`src/rtl/pipe_pkg.sv`:
```
// Shared pipeline definitions: register-address width default, forwarding-select
// encodings and the in-flight writer entry tracked by the hazard scoreboard.
package pipe_pkg;

  localparam int REG_ADDR_W_DEF = 5;

  localparam logic [1:0] FWD_RF    = 2'b00;
  localparam logic [1:0] FWD_EXMEM = 2'b01;
  localparam logic [1:0] FWD_MEMWB = 2'b10;

  typedef struct packed {
    logic                      valid;
    logic [REG_ADDR_W_DEF-1:0] dest;
    logic                      is_load;
  } sb_entry_t;

  // $0 is hardwired, so a read of it can never depend on an in-flight writer
  function automatic logic src_match(input logic                      use_src,
                                     input logic [REG_ADDR_W_DEF-1:0] addr,
                                     input sb_entry_t                 slot);
    return use_src && slot.valid && (addr != '0) && (addr == slot.dest);
  endfunction

endpackage

```
`src/rtl/hazard_unit_if.sv`:
```
// Controller <-> hazard unit signals: ID-stage operand/writer info and redirect
// request toward the hazard unit, stall/flush/forward selects back.
interface hazard_unit_if #(
  parameter int REG_ADDR_W = pipe_pkg::REG_ADDR_W_DEF
) ();

  logic [REG_ADDR_W-1:0] id_rs;
  logic [REG_ADDR_W-1:0] id_rt;
  logic                  id_use_rs;
  logic                  id_use_rt;
  logic                  id_reg_write;
  logic [REG_ADDR_W-1:0] id_dest;
  logic                  id_is_load;
  logic                  pc_redirect;
  logic                  stall;
  logic                  flush;
  logic [1:0]            fwd_a;
  logic [1:0]            fwd_b;

  modport master (
    output id_rs, id_rt, id_use_rs, id_use_rt, id_reg_write, id_dest, id_is_load,
    output pc_redirect,
    input  stall, flush, fwd_a, fwd_b
  );

  modport slave (
    input  id_rs, id_rt, id_use_rs, id_use_rt, id_reg_write, id_dest, id_is_load,
    input  pc_redirect,
    output stall, flush, fwd_a, fwd_b
  );

endinterface

```
`src/rtl/hazard_scoreboard.sv`:
```
// Two-slot (EX, MEM) shadow of the pipeline's register writers, with bubble
// insertion into EX and per-slot source-match flags for the ID instruction.
module hazard_scoreboard
  import pipe_pkg::*;
#(
  parameter int REG_ADDR_W = REG_ADDR_W_DEF
) (
  input  logic                  clk,
  input  logic                  reset,
  input  sb_entry_t             i_id_entry,
  input  logic                  i_bubble,
  input  logic [REG_ADDR_W-1:0] i_rs,
  input  logic [REG_ADDR_W-1:0] i_rt,
  input  logic                  i_use_rs,
  input  logic                  i_use_rt,
  output logic                  o_rs_ex,
  output logic                  o_rs_mem,
  output logic                  o_rt_ex,
  output logic                  o_rt_mem,
  output logic                  o_ex_is_load
);

  sb_entry_t r_ex;
  sb_entry_t r_mem;

  // ID -> EX -> MEM shift; only the valid bits need reset
  always_ff @(posedge clk) begin
    r_ex.dest     <= i_id_entry.dest;
    r_ex.is_load  <= i_id_entry.is_load;
    r_mem.dest    <= r_ex.dest;
    r_mem.is_load <= r_ex.is_load;
    if (reset) begin
      r_ex.valid  <= 1'b0;
      r_mem.valid <= 1'b0;
    end else begin
      r_ex.valid  <= i_id_entry.valid && !i_bubble;
      r_mem.valid <= r_ex.valid;
    end
  end

  assign o_rs_ex      = src_match(i_use_rs, i_rs, r_ex);
  assign o_rs_mem     = src_match(i_use_rs, i_rs, r_mem);
  assign o_rt_ex      = src_match(i_use_rt, i_rt, r_ex);
  assign o_rt_mem     = src_match(i_use_rt, i_rt, r_mem);
  assign o_ex_is_load = r_ex.is_load;

endmodule

```
`src/rtl/hazard_unit.sv`:
```
// RAW stall and redirect flush generation for the ID stage. Optional feature
// macro HAZARD_FORWARD_EN adds registered EX forwarding selects (load-use stalls only).
module hazard_unit
  import pipe_pkg::*;
#(
  parameter int REG_ADDR_W  = REG_ADDR_W_DEF,
  parameter int FLUSH_SLOTS = 1
) (
  input  logic          clk,
  input  logic          reset,
  hazard_unit_if.slave  hif
);

  sb_entry_t  w_id_entry;
  logic       w_rs_ex, w_rs_mem, w_rt_ex, w_rt_mem, w_ex_is_load;
  logic       w_hazard, w_stall, w_flush, w_accept, w_bubble;
  logic [1:0] r_flush_cnt;

  assign w_id_entry.valid   = hif.id_reg_write && (hif.id_dest != '0);
  assign w_id_entry.dest    = hif.id_dest;
  assign w_id_entry.is_load = hif.id_is_load;

  hazard_scoreboard #(.REG_ADDR_W(REG_ADDR_W)) u_sb (
    .clk          (clk),
    .reset        (reset),
    .i_id_entry   (w_id_entry),
    .i_bubble     (w_bubble),
    .i_rs         (hif.id_rs),
    .i_rt         (hif.id_rt),
    .i_use_rs     (hif.id_use_rs),
    .i_use_rt     (hif.id_use_rt),
    .o_rs_ex      (w_rs_ex),
    .o_rs_mem     (w_rs_mem),
    .o_rt_ex      (w_rt_ex),
    .o_rt_mem     (w_rt_mem),
    .o_ex_is_load (w_ex_is_load)
  );

`ifdef HAZARD_FORWARD_EN
  assign w_hazard = (w_rs_ex || w_rt_ex) && w_ex_is_load;
`else
  logic w_unused_load;
  assign w_unused_load = w_ex_is_load;
  assign w_hazard = w_rs_ex || w_rs_mem || w_rt_ex || w_rt_mem;
`endif

  // A flushed ID instruction is dead, so it can neither stall nor redirect
  assign w_flush  = (r_flush_cnt != 2'd0);
  assign w_stall  = w_hazard && !w_flush;
  assign w_accept = hif.pc_redirect && !w_stall && !w_flush;
  assign w_bubble = w_stall || w_flush;

  always_ff @(posedge clk) begin
    if (reset) begin
      r_flush_cnt <= 2'd0;
    end else if (w_accept) begin
      r_flush_cnt <= 2'(FLUSH_SLOTS);
    end else if (r_flush_cnt != 2'd0) begin
      r_flush_cnt <= r_flush_cnt - 2'd1;
    end
  end

  assign hif.stall = w_stall;
  assign hif.flush = w_flush;

`ifdef HAZARD_FORWARD_EN
  logic [1:0] r_fwd_a;
  logic [1:0] r_fwd_b;

  // The ID-time EX slot is in MEM when this instruction reaches EX, hence EX/MEM
  function automatic logic [1:0] fwd_sel(input logic ex_hit, input logic mem_hit);
    if (ex_hit)  return FWD_EXMEM;
    if (mem_hit) return FWD_MEMWB;
    return FWD_RF;
  endfunction

  always_ff @(posedge clk) begin
    if (reset || w_bubble) begin
      r_fwd_a <= FWD_RF;
      r_fwd_b <= FWD_RF;
    end else begin
      r_fwd_a <= fwd_sel(w_rs_ex, w_rs_mem);
      r_fwd_b <= fwd_sel(w_rt_ex, w_rt_mem);
    end
  end

  assign hif.fwd_a = r_fwd_a;
  assign hif.fwd_b = r_fwd_b;
`else
  assign hif.fwd_a = FWD_RF;
  assign hif.fwd_b = FWD_RF;
`endif

endmodule
```
`src/flat_wrapper.sv`:
```
// flat-port wrapper written by rule: the top's interface ports become plain ports
module hazard_unit_flat import pipe_pkg::*;
#(
  parameter int REG_ADDR_W  = REG_ADDR_W_DEF,
  parameter int FLUSH_SLOTS = 1
)
  (clk, reset, hif_id_rs, hif_id_rt, hif_id_use_rs, hif_id_use_rt, hif_id_reg_write, hif_id_dest, hif_id_is_load, hif_pc_redirect, hif_stall, hif_flush, hif_fwd_a, hif_fwd_b);
  hazard_unit_if #(.REG_ADDR_W(REG_ADDR_W)) hif_i ();
  input  logic clk;
  input  logic reset;
  input wire logic [$bits(hif_i.id_rs)-1:0] hif_id_rs;
  input wire logic [$bits(hif_i.id_rt)-1:0] hif_id_rt;
  input wire logic [$bits(hif_i.id_use_rs)-1:0] hif_id_use_rs;
  input wire logic [$bits(hif_i.id_use_rt)-1:0] hif_id_use_rt;
  input wire logic [$bits(hif_i.id_reg_write)-1:0] hif_id_reg_write;
  input wire logic [$bits(hif_i.id_dest)-1:0] hif_id_dest;
  input wire logic [$bits(hif_i.id_is_load)-1:0] hif_id_is_load;
  input wire logic [$bits(hif_i.pc_redirect)-1:0] hif_pc_redirect;
  output wire logic [$bits(hif_i.stall)-1:0] hif_stall;
  output wire logic [$bits(hif_i.flush)-1:0] hif_flush;
  output wire logic [$bits(hif_i.fwd_a)-1:0] hif_fwd_a;
  output wire logic [$bits(hif_i.fwd_b)-1:0] hif_fwd_b;
  assign hif_i.id_rs = hif_id_rs;
  assign hif_i.id_rt = hif_id_rt;
  assign hif_i.id_use_rs = hif_id_use_rs;
  assign hif_i.id_use_rt = hif_id_use_rt;
  assign hif_i.id_reg_write = hif_id_reg_write;
  assign hif_i.id_dest = hif_id_dest;
  assign hif_i.id_is_load = hif_id_is_load;
  assign hif_i.pc_redirect = hif_pc_redirect;
  assign hif_stall = hif_i.stall;
  assign hif_flush = hif_i.flush;
  assign hif_fwd_a = hif_i.fwd_a;
  assign hif_fwd_b = hif_i.fwd_b;
  hazard_unit #(.REG_ADDR_W(REG_ADDR_W), .FLUSH_SLOTS(FLUSH_SLOTS)) u_core (.clk(clk), .reset(reset), .hif(hif_i));
endmodule
```
`config.mk`:
```
export PLATFORM = sky130hd
export DESIGN_NAME = hazard_unit_flat
export DESIGN_NICKNAME = d
export VERILOG_FILES = /design/src/rtl/pipe_pkg.sv /design/src/rtl/hazard_unit_if.sv /design/src/rtl/hazard_scoreboard.sv /design/src/rtl/hazard_unit.sv /design/src/flat_wrapper.sv
export SDC_FILE = /design/constraint.sdc
export NUM_CORES = 1
export LEC_CHECK = 0
export CORE_MARGIN = 1
export CORE_UTILIZATION = 44
export DETAILED_ROUTE_END_ITERATION = 16
export PLACE_DENSITY = 0.9
export REMOVE_ABC_BUFFERS = 1
export SYNTH_ARGS = -nofsm -noshare
export SYNTH_HDL_FRONTEND = slang
export SYNTH_SLANG_ARGS = --single-unit
export TNS_END_PERCENT = 50
```
`constraint.sdc`:
```
create_clock -name clk -period 2.49 [get_ports clk]
set_input_delay 0.498 -clock clk [delete_from_list [all_inputs] [get_ports clk]]
set_output_delay 0.498 -clock clk [all_outputs]
set_load 0.02 [all_outputs]
```
# Word level (Yosys, flattened, before mapping)
# Index checks and enable logic that the tools add are counted.
# word_totals
register_bits	14
in_bits	22
out_inout_bits	6
# classes
muxes	2
add_sub_neg	1
eq_ne	4
reduce_logical	30
# op_table
cell	n
$eq 5x5->1	4
$logic_and 1x1->1	17
$reduce_bool 5->1	3
$logic_or 1x1->1	4
$reduce_bool 2->1	2
$logic_not 1->1	3
$mux 1	2
$reduce_or 2->1	1
$sub 2x1->2 const B	1

# Logic depth before layout (Yosys ltp)
# Gate-level depths: netlist (run 1).
# logic_depth
word_depth	11
depth_mapped	6
ltp_nobuf	6

# By module
# Synthesis (run 1) repeated with hierarchy kept, for this count alone.
# unflattened
hier_cells	75
hier_area_um2	734.5
# by_module_without_submodules
mod	cells_each	seq_area_each_um2	instances	area_per_inst_um2
hazard_scoreboard	51	260.2	1	541.8
hazard_unit	24	40.0	1	192.7

# Worst setup path after synthesis (run 1)
# No wires, ideal clock.
# synth_timing
path_type	input -> output
startpoint	in hif_id_rt[3]
endpoint	out hif_stall
path_slack_ns	0.455
path_stages	5
arrival_ns	1.537
required_ns	1.992
path_cell_list	xor2_1 nor4_2 a32oi_1 o22a_2 nor2_1
# synth_via
elab_chain_cells	6
word_cells_on_any_way	10
classes_between	eq/ne (2); reduce/logical (8)
# synth_rtl
item	line	text
from (decl)	flat_wrapper.sv:12	input wire logic [$bits(hif_i.id_rt)-1:0] hif_id_rt;
$reduce_bool 5->1	pipe_pkg.sv:21	return use_src && slot.valid && (addr != '0) && (addr == slot.dest);
$logic_and 1x1->1 (2 in series)	pipe_pkg.sv:21	
$logic_or 1x1->1	hazard_unit.sv:44	assign w_hazard = w_rs_ex || w_rs_mem || w_rt_ex || w_rt_mem;
$logic_or 1x1->1 (*)	hazard_unit.sv:44	
$logic_and 1x1->1 (*)	hazard_unit.sv:49	assign w_stall = w_hazard && !w_flush;
to (decl)	flat_wrapper.sv:19	output wire logic [$bits(hif_i.stall)-1:0] hif_stall;
# Mark *: on every way between the ends. The rest lies on a longest branch, timed or not.

# Final worst setup path (run 1)
# layout_timing
startpoint	in hif_id_rs[0]
endpoint	out hif_stall
# layout_via
elab_chain_cells	7
word_cells_on_any_way	11
classes_between	eq/ne (2); reduce/logical (9)
# layout_rtl
item	line	text
from (decl)	flat_wrapper.sv:11	input wire logic [$bits(hif_i.id_rs)-1:0] hif_id_rs;
$reduce_bool 5->1	pipe_pkg.sv:21	
$logic_and 1x1->1 (2 in series)	pipe_pkg.sv:21	
$logic_or 1x1->1 (*) (3 in series)	hazard_unit.sv:44	
$logic_and 1x1->1 (*)	hazard_unit.sv:49	
# Marks and branches as above.

==> results, run 1 <==
- The via count of the first global-routing pass is 602.
- The largest net degree at the start of global routing is 8.
- The required time of the worst setup path is 1.99 ns.
- The final number of setup-violating endpoints is 0.
- The die covers between 0.0015 and 0.002 mm².
- The effective utilization at floorplan is 49.9%.
- In the routed design, unresolved DRC markers number 0.
- In this run the number of H-tree levels came out at 1.
- The total routing resource utilization after global routing is 18.5%.
- The fraction of the core area covered by cells at the end of the flow is 70.4%.
- Hold repair after CTS inserted 0 buffers.
- The filler cells instantiated in the layout total ~110.
- The CTS buffer count is 3.
- The average cell area after synthesis is approximately 10 µm².
- Setup repair after global routing left no endpoint under its margin.
- The worst hold path begins at u_core.u_sb.r_ex[5]$_DFF_P_.
- Once the clock tree was built, the setup fixing pass inserted 0 buffers.
- The number of antenna repair diodes is 0.
- The root buffer cell chosen for the clock tree is clkbuf_4.
- Detailed routing inserted a total of 583 vias.
- For the worst setup path, the data arrival time is 1.93 ns.
- The power density normalized to cell area is 650 mW/mm².
- Clock-pin slew was measured on the worst setup and hold paths at roughly 0.080 ns.
- The detail route stage leaves a number of antenna-violating nets equal to 0.
- The setup path with the least slack is of type in2out.
- The startpoint of the lowest-slack register-to-register path is u_core.u_sb.r_ex[4]$_DFF_P_.
- The count of input and output buffers is 22.
- The first global-routing pass estimated 2.43 mm of wire.
- The sequential cells in the finished layout cover a total of roughly 280 µm².
- The floorplan die height is 41.6 µm.
- The worst setup path is launched from a primary input.
- In this run the horizontal extent of the chip is 41.6 µm.
- Yosys printed 0 warnings.
- The path class of the lowest-slack min-delay path is reg2reg.
- Counting flops and latches in the post-synthesis netlist gives 14.
- TritonCTS built the clock tree.
- The maximum achievable frequency is 412 MHz.
- In the final routed layout, each cell accounts on average for 12.8 µm.
- In this run the deepest clock path goes through 2 buffers.
- IR analysis of the VDD net gives a maximum drop of slightly above 500 µV.
- Counting distinct cell types in the post-synthesis netlist gives 21.
- The setup slack after layout is 0.0621 ns.
- The HPWL after detailed placement is 1.18 mm.
- The clock tree skew after final layout is ~0.0058 ns.
- The design draws ~630 µW.
- The count of max-cap constraint violations is 0.
- After global routing the overflow that remains totals 0.
- The run finished with clean final reports.
- The CTS sink count is 14.
- The source of the critical timing path is hif_id_rs[0].
- The final critical-path share of the clock period is 97.5%.
- STA classifies the critical path endpoint as an output pin.
- After floorplanning, the core was sized to cover 0.00138 mm².
- After layout, the minimum clock period comes to 2.43 ns.
- Row generation in the floorplan step produced 13 rows.
- The first-iteration detailed-routing DRC count is 13.
- The number of max-slew violations in the final report was 0.
- The static leakage is roughly 0.42 nW.
- Before antenna repair, the detailed router went through 4 iterations.
- From synthesis to final layout, the design area changed by 41.2%.
- Of the cells placed in the final design, the portion with a size suffix greater than 1 is 13.3%.
- Sequential elements use 40.7% of the synthesized area.
- The number of hold violations in the final report was 0.
- Synthesis handed over a netlist of 69 instances.
- The combined area of all synthesized cells is about 690 µm².
- The number of I/O pins is 28.
- The later-pin clock latency in the skew report is 0.27 ns.
- Timing analysis after detailed placement gives a worst setup slack of -0.532 ns.
- The initial antenna violation count was 0.
- Dividing the detail-routed via count by the number of cells gives 5.16.
- The top fanout value on the critical path is 2.
- The global placement routability congestion is 0.750.
- In the final design database the tool counted 123 nets.
- The total wire length is roughly 1.4 mm.
- Summing all multi-input logic gate instances after layout gives just under 400 µm².
==> Yosys cell counts <==
cell / number / area (µm²)
ha_1: 1 / 12.5
dfxtp_1: 14 / 280
inv_1: 3 / 11.3
buf_4: 4 / 30.0
or4_1: 3 / 22.5
nand2_1: 2 / 7.51
o22a_2: 1 / 10.0
nor2b_1: 1 / 6.26
nor4_2: 1 / 12.5
xor2_1: 17 / 149
and2_1: 2 / 12.5
conb_1: 1 / 3.75
o21ai_1: 2 / 10.0
o22a_1: 1 / 8.76
nor4_1: 3 / 18.8
a31o_1: 1 / 8.76
xnor2_1: 4 / 35.0
nor2_1: 4 / 15.0
o2111a_1: 1 / 11.3
o22ai_1: 1 / 6.26
a32oi_1: 2 / 17.5
==> critical path, stage by stage <==
cell             delay, ns
clkdlybuf4s50_1       0.46
xor2_1                0.18
nor4_1                0.26
a32oi_1               0.09
o22a_2                0.21
nor2_1                0.09
buf_4                 0.14
==> logic make-up after synthesis <==
| group | count (synthesis) | share of synthesized area (%) |
|---|---|---|
| AOI/OAI and AO/OA | 9 | 10.5 |
| and+or+nand+nor | 16 | 13.8 |
| xor gates and xnor gates | 21 | 26.7 |
| buffers and inverters | 7 | 5.99 |
| other | 1 | 0.544 |
| adders and majority gates | 1 | 1.81 |
| DFF | 14 | 40.7 |
==> power by group <==
group	total, mW	switching [mW]	internal, mW
Clock	0.119	0.0633	0.0560
Combinational	0.232	0.111	0.121
Sequential	0.281	0.0261	0.255
Total	0.633	0.201	0.432
==> state kept, by name (all words and copies together), names as in the netlist <==
signal and flops:
u_core.u_sb.r_mem 6, u_core.r_flush_cnt 2, u_core.u_sb.r_ex 6
==> final cells by class <==
class                   count  share of cell area [%]
repair buffers             27                    25.8
well taps                  15                    1.93
multi-input cells          51                    40.0
flip-flops and latches     14                    28.8
inverters                   3                    1.16
clock buffers               3                    2.31
==> worst paths after layout <==
kind / endpoint / slack, ns / cells past startpoint
max: hif_stall / 0.06 / 7
min: u_core.u_sb.r_mem[5]$_DFF_P_ / 0.41 / 0
max reg2reg: u_core.r_flush_cnt[0]$_SDFFE_PP0P_ / 0.82 / 6
min reg2reg: u_core.u_sb.r_mem[5]$_DFF_P_ / 0.41 / 0
==> layout by cell type, fill, tap and decap left out, drive strengths merged, types with 4 or more instances in the layout <==
cell type and count:
nor4 4, buf 6, dlygate4sd2 7, clkdlybuf4s50 12
xnor2 4, dfxtp 14, nor2 4, conb 4
xor2 17
==> metrics by stage <==
step                hold slack, ns  area (µm²)  cells  setup TNS [ns]
finish                       0.407         973    113               0
CTS                          0.403         962    113               0
floorplan                    0.373         671     68               0
detailed placement           0.391         947    110          -0.532
global route                 0.416         973    113               0
global placement             0.387         947    110          -0.488
==> what timing repair did <==
action / 4_1_cts / 5_1_grt
pin swaps: 6 / 2
hold endpoints to repair: 0 / 0
endpoints found under the setup margin: 1 / 1
resized for setup: 13 / 3
==> routing by layer <==
layer	global-route usage (%)	wire, µm	part of all wire [%]
met3	3.48	63	4.4
met2	32.2	724	50
met4	10.3	44	3.0
met5	0	0	0
met1	20.9	615	42
(Power assumes the default switching activity.)
==> run 2: changes to the inputs <==
- MAX_ROUTING_LAYER: not set -> met4
==> results, run 2 (synthesis gave the netlist of run 1 again) <==
- On the worst path, the slowest cell contributes a delay of 0.46 ns.
- The number of buffers added for setup after CTS is 0.
- The category of the critical setup timing path is in2out.
- Summed over all layers, the routed wires come to 1.45 mm.
- The DRC violations left is 0.
- The critical path contains buffers and inverters numbering 2 combined.
- During I/O placement, the number of pins put on the boundary was 28.
- The startpoint type of the worst setup path is a primary input.
- Setup repair after global routing left no endpoint under its margin.
- Port buffering added 22 buffers.
- The clock reaches the later pin of the worst-skew pair after 0.27 ns.
- The top fanout value on the critical path is 2.
- The critical-path cell with the highest stage delay is clkdlybuf4s50_1.
- The final number of setup-violating endpoints is 0.
- The final critical-path share of the clock period is 97.3%.
- The top cell types in the final layout, fill and taps aside, are xor2_1, dfxtp_1, clkdlybuf4s50_1.
- The top layer used by detailed routing is met4.
- The initial antenna violation count was 0.
- The number of nets in the layout is about 120.
- Summed over all nets, wire length on met3 after detailed routing comes to 63 µm.
- The core region is roughly 0.0014 mm².
- CTS built an H-tree with a depth of 1.
- The critical path data arrival time is ~1.9 ns.
- In this run the remaining antenna-violating nets after routing total 0.
- After filler insertion, the fill cell instance count of the layout stands at 106.
- After detailed routing, the average wire length per cell comes to 12.8 µm.
- Timing analysis after detailed placement gives a worst setup slack of -0.532 ns.
- The effective utilization at floorplan is roughly half.
- The signal on the critical path passes through clkdlybuf4s50_1, xor2_1, nor4_1, a32oi_1, o22a_2, nor2_1, buf_4.
- After layout, the worst setup slack is 0.0663 ns.
- For the final database, setup skew stands at ~0.0058 ns.
- Counting I/O delays and the setup requirement, the final critical path takes roughly 2.4 ns.
- The most frequent standard cell in the layout excluding fill and tap cells is xor2_1.
- The length of routed wiring on met1 is roughly 620 µm.
- Across all layers, the routed design uses just under 600 vias.
- After layout, the design draws a total of 633 µW.
- The number of antenna repair diodes is 0.
- The count of max-cap constraint violations is 0.
- The path class of the lowest-slack min-delay path is reg2reg.
- The worst hold slack is ~0.41 ns.
- The area enclosed by the die boundary is 0.00173 mm².
- The kind of end point of the critical path is an output pin.
- Global routing consumed, over all layers together, a little under a fifth of the routing resources.
- The routed design uses 721 µm of met2 wire.
- After routing, the total negative slack on setup checks comes to 0 ns.
- The first TritonRoute pass finished after 4 iterations.
- Routability-driven placement finished with a final weighted congestion of roughly 0.76.
- For this run, the top clock speed supported by timing is slightly above 400 MHz.
- The power density normalized to cell area is 650 mW/mm².
- The largest net degree at the start of global routing is 8.
- The family of cells with the greatest summed delay on the critical path is buffers and inverters.
- TritonCTS built the clock tree.
- The first-iteration detailed-routing DRC count is 13.
- The sum of net half-perimeters after detailed placement is 1.18 mm.
- The largest registers in the layout are u_core.u_sb.r_ex (6), u_core.u_sb.r_mem (6), u_core.r_flush_cnt (2).
- The via count of the first global-routing pass was 599.
- The number of max-slew violations in the final report is 0.
- The flow ran to the end, and the final reports show no timing, DRC or antenna violations.
- For the worst setup path, the data required time is 1.99 ns.
- The site row count is 13.
- The worst-case vdd ir drop is a little over 500 µV.
- For this design, the sink count on the clock tree is 14.
- The first global-routing pass estimated 2.44 mm of wire.
- The clock root buffer is clkbuf_4.
- The sum of overflow across all layers after global routing is 0.
- In this run, CTS created clock tree buffers numbering 3.
- The number of hold violations in the final report is 0.
- The maximum number of buffers from clock root to sink is 2.
- In the final layout, the share of cells above drive strength 1 is 13.3%.
- From synthesis to final layout, the design area changed by 41.2%.
- For this design the static power due to leakage is roughly 0.42 nW.
- After clock tree synthesis, the clock-pin slew on the worst setup and hold paths is 0.08 ns.
- After detailed routing, the number of vias per cell comes to 5.14.
- The die outline width is 41.6 µm.
- The floorplan die height is 41.6 µm.
[run 2: routing by layer]
layer | track usage [%] | up-vias
li1 | - | 291
met1 | 21.1 | 260
met2 | 32.2 | 24
met3 | 3.48 | 6
met4 | 10.3 | 0
met5 | - | -
[run 2: final cells by class]
class | count | area (µm²) | share of cell area (%)
sequential | 14 | 280 | 28.8
timing repair buffer | 27 | 251 | 25.8
multi-input combinational | 51 | 389 | 40.0
inverter | 3 | 11.3 | 1.16
clock buffer | 3 | 22.5 | 2.31
tap | 15 | 18.8 | 1.93
[run 2: final timing paths]
| kind | from | endpoint | slack (ns) | cells past startpoint |
|---|---|---|---|---|
| hold reg to reg | u_core.u_sb.r_ex[5]$_DFF_P_ | u_core.u_sb.r_mem[5]$_DFF_P_ | 0.41 | 0 |
| hold / removal | u_core.u_sb.r_ex[5]$_DFF_P_ | u_core.u_sb.r_mem[5]$_DFF_P_ | 0.41 | 0 |
| setup / recovery | hif_id_rs[0] | hif_stall | 0.07 | 7 |
| setup reg to reg | u_core.u_sb.r_ex[4]$_DFF_P_ | u_core.r_flush_cnt[0]$_SDFFE_PP0P_ | 0.82 | 6 |
[run 2: timing repair]
action,CTS,global route
setup endpoints to repair,1,1
gates resized for setup,13,3
hold buffers,0,0
pin swaps,6,2
[run 2: worst reg2reg max path: stages (launching register included)]
cell     delay (ns)
dfxtp_1        0.35
xor2_1         0.18
nor4_2         0.30
a32oi_1        0.14
o22a_2         0.27
buf_4          0.14
a31o_1         0.19
[run 2: power by group]
group	internal [mW]	switching, mW
sequential	0.255	0.0261
clock	0.0560	0.0633
combinational	0.121	0.111
[run 2: metrics by stage]
| stage | utilization, % | area [µm²] | instances |
|---|---|---|---|
| after floorplan | - | 671 | 68 |
| after global placement | 68.5 | 947 | 110 |
| after detailed placement | 68.5 | 947 | 110 |
| after CTS | 69.6 | 962 | 113 |
| after global routing | 70.4 | 973 | 113 |
| final | 70.4 | 973 | 113 |
==> variant, RTL diff (settings of run 1) <==
Change the package constant `REG_ADDR_W_DEF` from 5 to 6.
--- a/src/rtl/pipe_pkg.sv
+++ b/src/rtl/pipe_pkg.sv
@@ -3,5 +3,5 @@
 package pipe_pkg;
 
-  localparam int REG_ADDR_W_DEF = 5;
+  localparam int REG_ADDR_W_DEF = 6;
 
   localparam logic [1:0] FWD_RF    = 2'b00;
Ports: changed (resized hif_id_dest, hif_id_rs and hif_id_rt); port bits go from 28 to 31. The function was not compared with the original's and may differ.
==> variant against run 1 <==
- setup slack got worse by 0.025 ns
- design area grew 22%
- core utilization up 4.2 points
- via count grew 21%
- sequential share of layout area shrank 1.9 points
- area after synthesis rose by 15%
- sequential cell count rose by 2
- total power is 15% higher
- fmax down 1.0%
- critical path depth stayed put
- register-to-register slack gained 0.11 ns
- routed wire length grew 34%
- highest routed layer unchanged
==> variant: results (changes against run 1) <==
post-place instance area=0.001109 mm^2 (+17%); clk buf depth=2 (unchanged); hold slack=0.3943 ns (-0.01243 ns); number of antenna violations at the first check in global routing=0 (unchanged); critical path's largest stage delay=0.55 ns (+0.09 ns); H-tree depth=1 (unchanged); status=completed; count leader, synth=xor2_1; Detailed Route WL=1944 um (+34%); worst r2r dst=u_core.r_flush_cnt[1]; crit path DAT=1.95 ns (+0.02 ns); reg2reg setup slack=0.93 ns (+0.11 ns); yosys warns=0 (unchanged); Setup Skew=0.008569 ns (+0.002751 ns); post-synthesis cell type count=21 (unchanged); Clock Latency Late Sink=0.29 ns (+0.02 ns); CTS clock-pin slew for the worst setup and hold paths=0.09 ns; fraction of the yosys area taken by sequential cells=40.31% (-0.34 points); Worst path slowest cell=clkdlybuf4s50_1; Hold Path Class=flip-flop to flip-flop; CP max FO=3 (+1); Setup Fix Bufs, Post-CTS=0 (unchanged); layout cells sized above 1=19.83% (+6.6 points); Pre-antenna DRT Iters=4 (unchanged); GRT Total Usage=20.47% (+2.0 points); main flop type after synthesis=dfxtp_1; Mapped Cells=81 (+17%); top cells by area, synth=dfxtp_1 40%, xor2_1 28%, buf_4 3.8%; Hold Path Origin=u_core.u_sb.r_ex[2]; filler cell count=108 (+1.9%); Top Registers=u_core.u_sb.r_ex x7, u_core.u_sb.r_mem x7, u_core.r_flush_cnt x2; DR iter-0 viols=9 (-4); Final Wtd Congestion=0.8687 (+16%); Worst Hold Depth=0 (unchanged); largest net degree at the start of global routing=10 (+2); synth cell count leaders=25 x xor2_1, 16 x dfxtp_1, 5 x nand2_1; LEAKAGE=0.5234 nW (+25%); hpwl dp=1431 um (+21%); number of global-route vias before repair=710 (+18%); Peak supply drop=0.5408 mV (+7.1%); asr flop ratio synth=0% (unchanged); Max Cap Violations=0 (unchanged); # diodes=0 (unchanged); Synth-to-Final Area Change=49.76%; Vias=704 (+21%); Worst R2R Start=u_core.u_sb.r_ex[5]; per-cell routed wire length=13.89 um (+8.4%); Placement Setup Slack=-0.5090 ns (+0.02302 ns); first-pass GRT wire length=2829 um (+17%); Antenna Nets Post-Route=0 (unchanged); CTS Root Cell=clkbuf_4; worst reg-to-reg path cell count=6 (unchanged); hold endpoint=u_core.u_sb.r_mem[2]; PortBufs=25 (+14%); total CTS buffers=3 (unchanged); Crit path max-delay family=buffers and inverters
==> variant: cell type report <==
class	count	area share [%]
multi-input cells	60	40.90
flip-flops and latches	16	26.92
repair buffers	32	25.34
clock buffers	4	3.049
well taps	24	2.524
inverters	4	1.262
==> variant: logic make-up (layout without fill, tap and decap cells) <==
group | Yosys count | count (layout) | share of synthesized area, %
buffers and inverters | 8 | 40 | 5.669
AND/OR/NAND/NOR | 23 | 23 | 17.01
AO/OA/AOI/OAI | 7 | 7 | 7.401
XOR/XNOR | 25 | 25 | 27.56
adder cells (fa/ha/maj) | 1 | 1 | 1.575
other | 1 | 4 | 0.4720
flip-flops | 16 | 16 | 40.32
==> variant: routing by layer <==
layer / global-route usage, % / part of all wire [%]
met1: 20.65 / 42
met2: 38.24 / 52
met3: 4.490 / 5.1
met4: 11.52 / 1.5
met5: 0 / 0
==> variant: how the worst max path moves through the flow <==
stage / start / to / slack [ns] / depth (start not counted)
global placement: hif_id_rt[2] / hif_stall / -0.47 / 6
CTS: hif_id_rt[0] / hif_stall / 0.004 / 7
detailed placement: hif_id_rt[2] / hif_stall / -0.51 / 6
global route: hif_id_rs[0] / hif_stall / -0.05 / 7
finish: hif_id_rs[0] / hif_stall / 0.04 / 7
floorplan: hif_id_rs[2] / hif_stall / 0.50 / 4
==> variant: timing repair <==
item | 4_1_cts | 5_1_grt
endpoints found under the setup margin | 1 | 1
gates resized for setup | 18 | 8
pin swaps | 7 | 6
==> variant: report_power, final <==
| part | switching [mW] | internal (mW) | leakage [nW] |
|---|---|---|---|
| Clock | 0.0773 | 0.0890 | 0.0210 |
| Sequential | 0.0261 | 0.289 | 0.134 |
| Combinational | 0.124 | 0.120 | 0.368 |
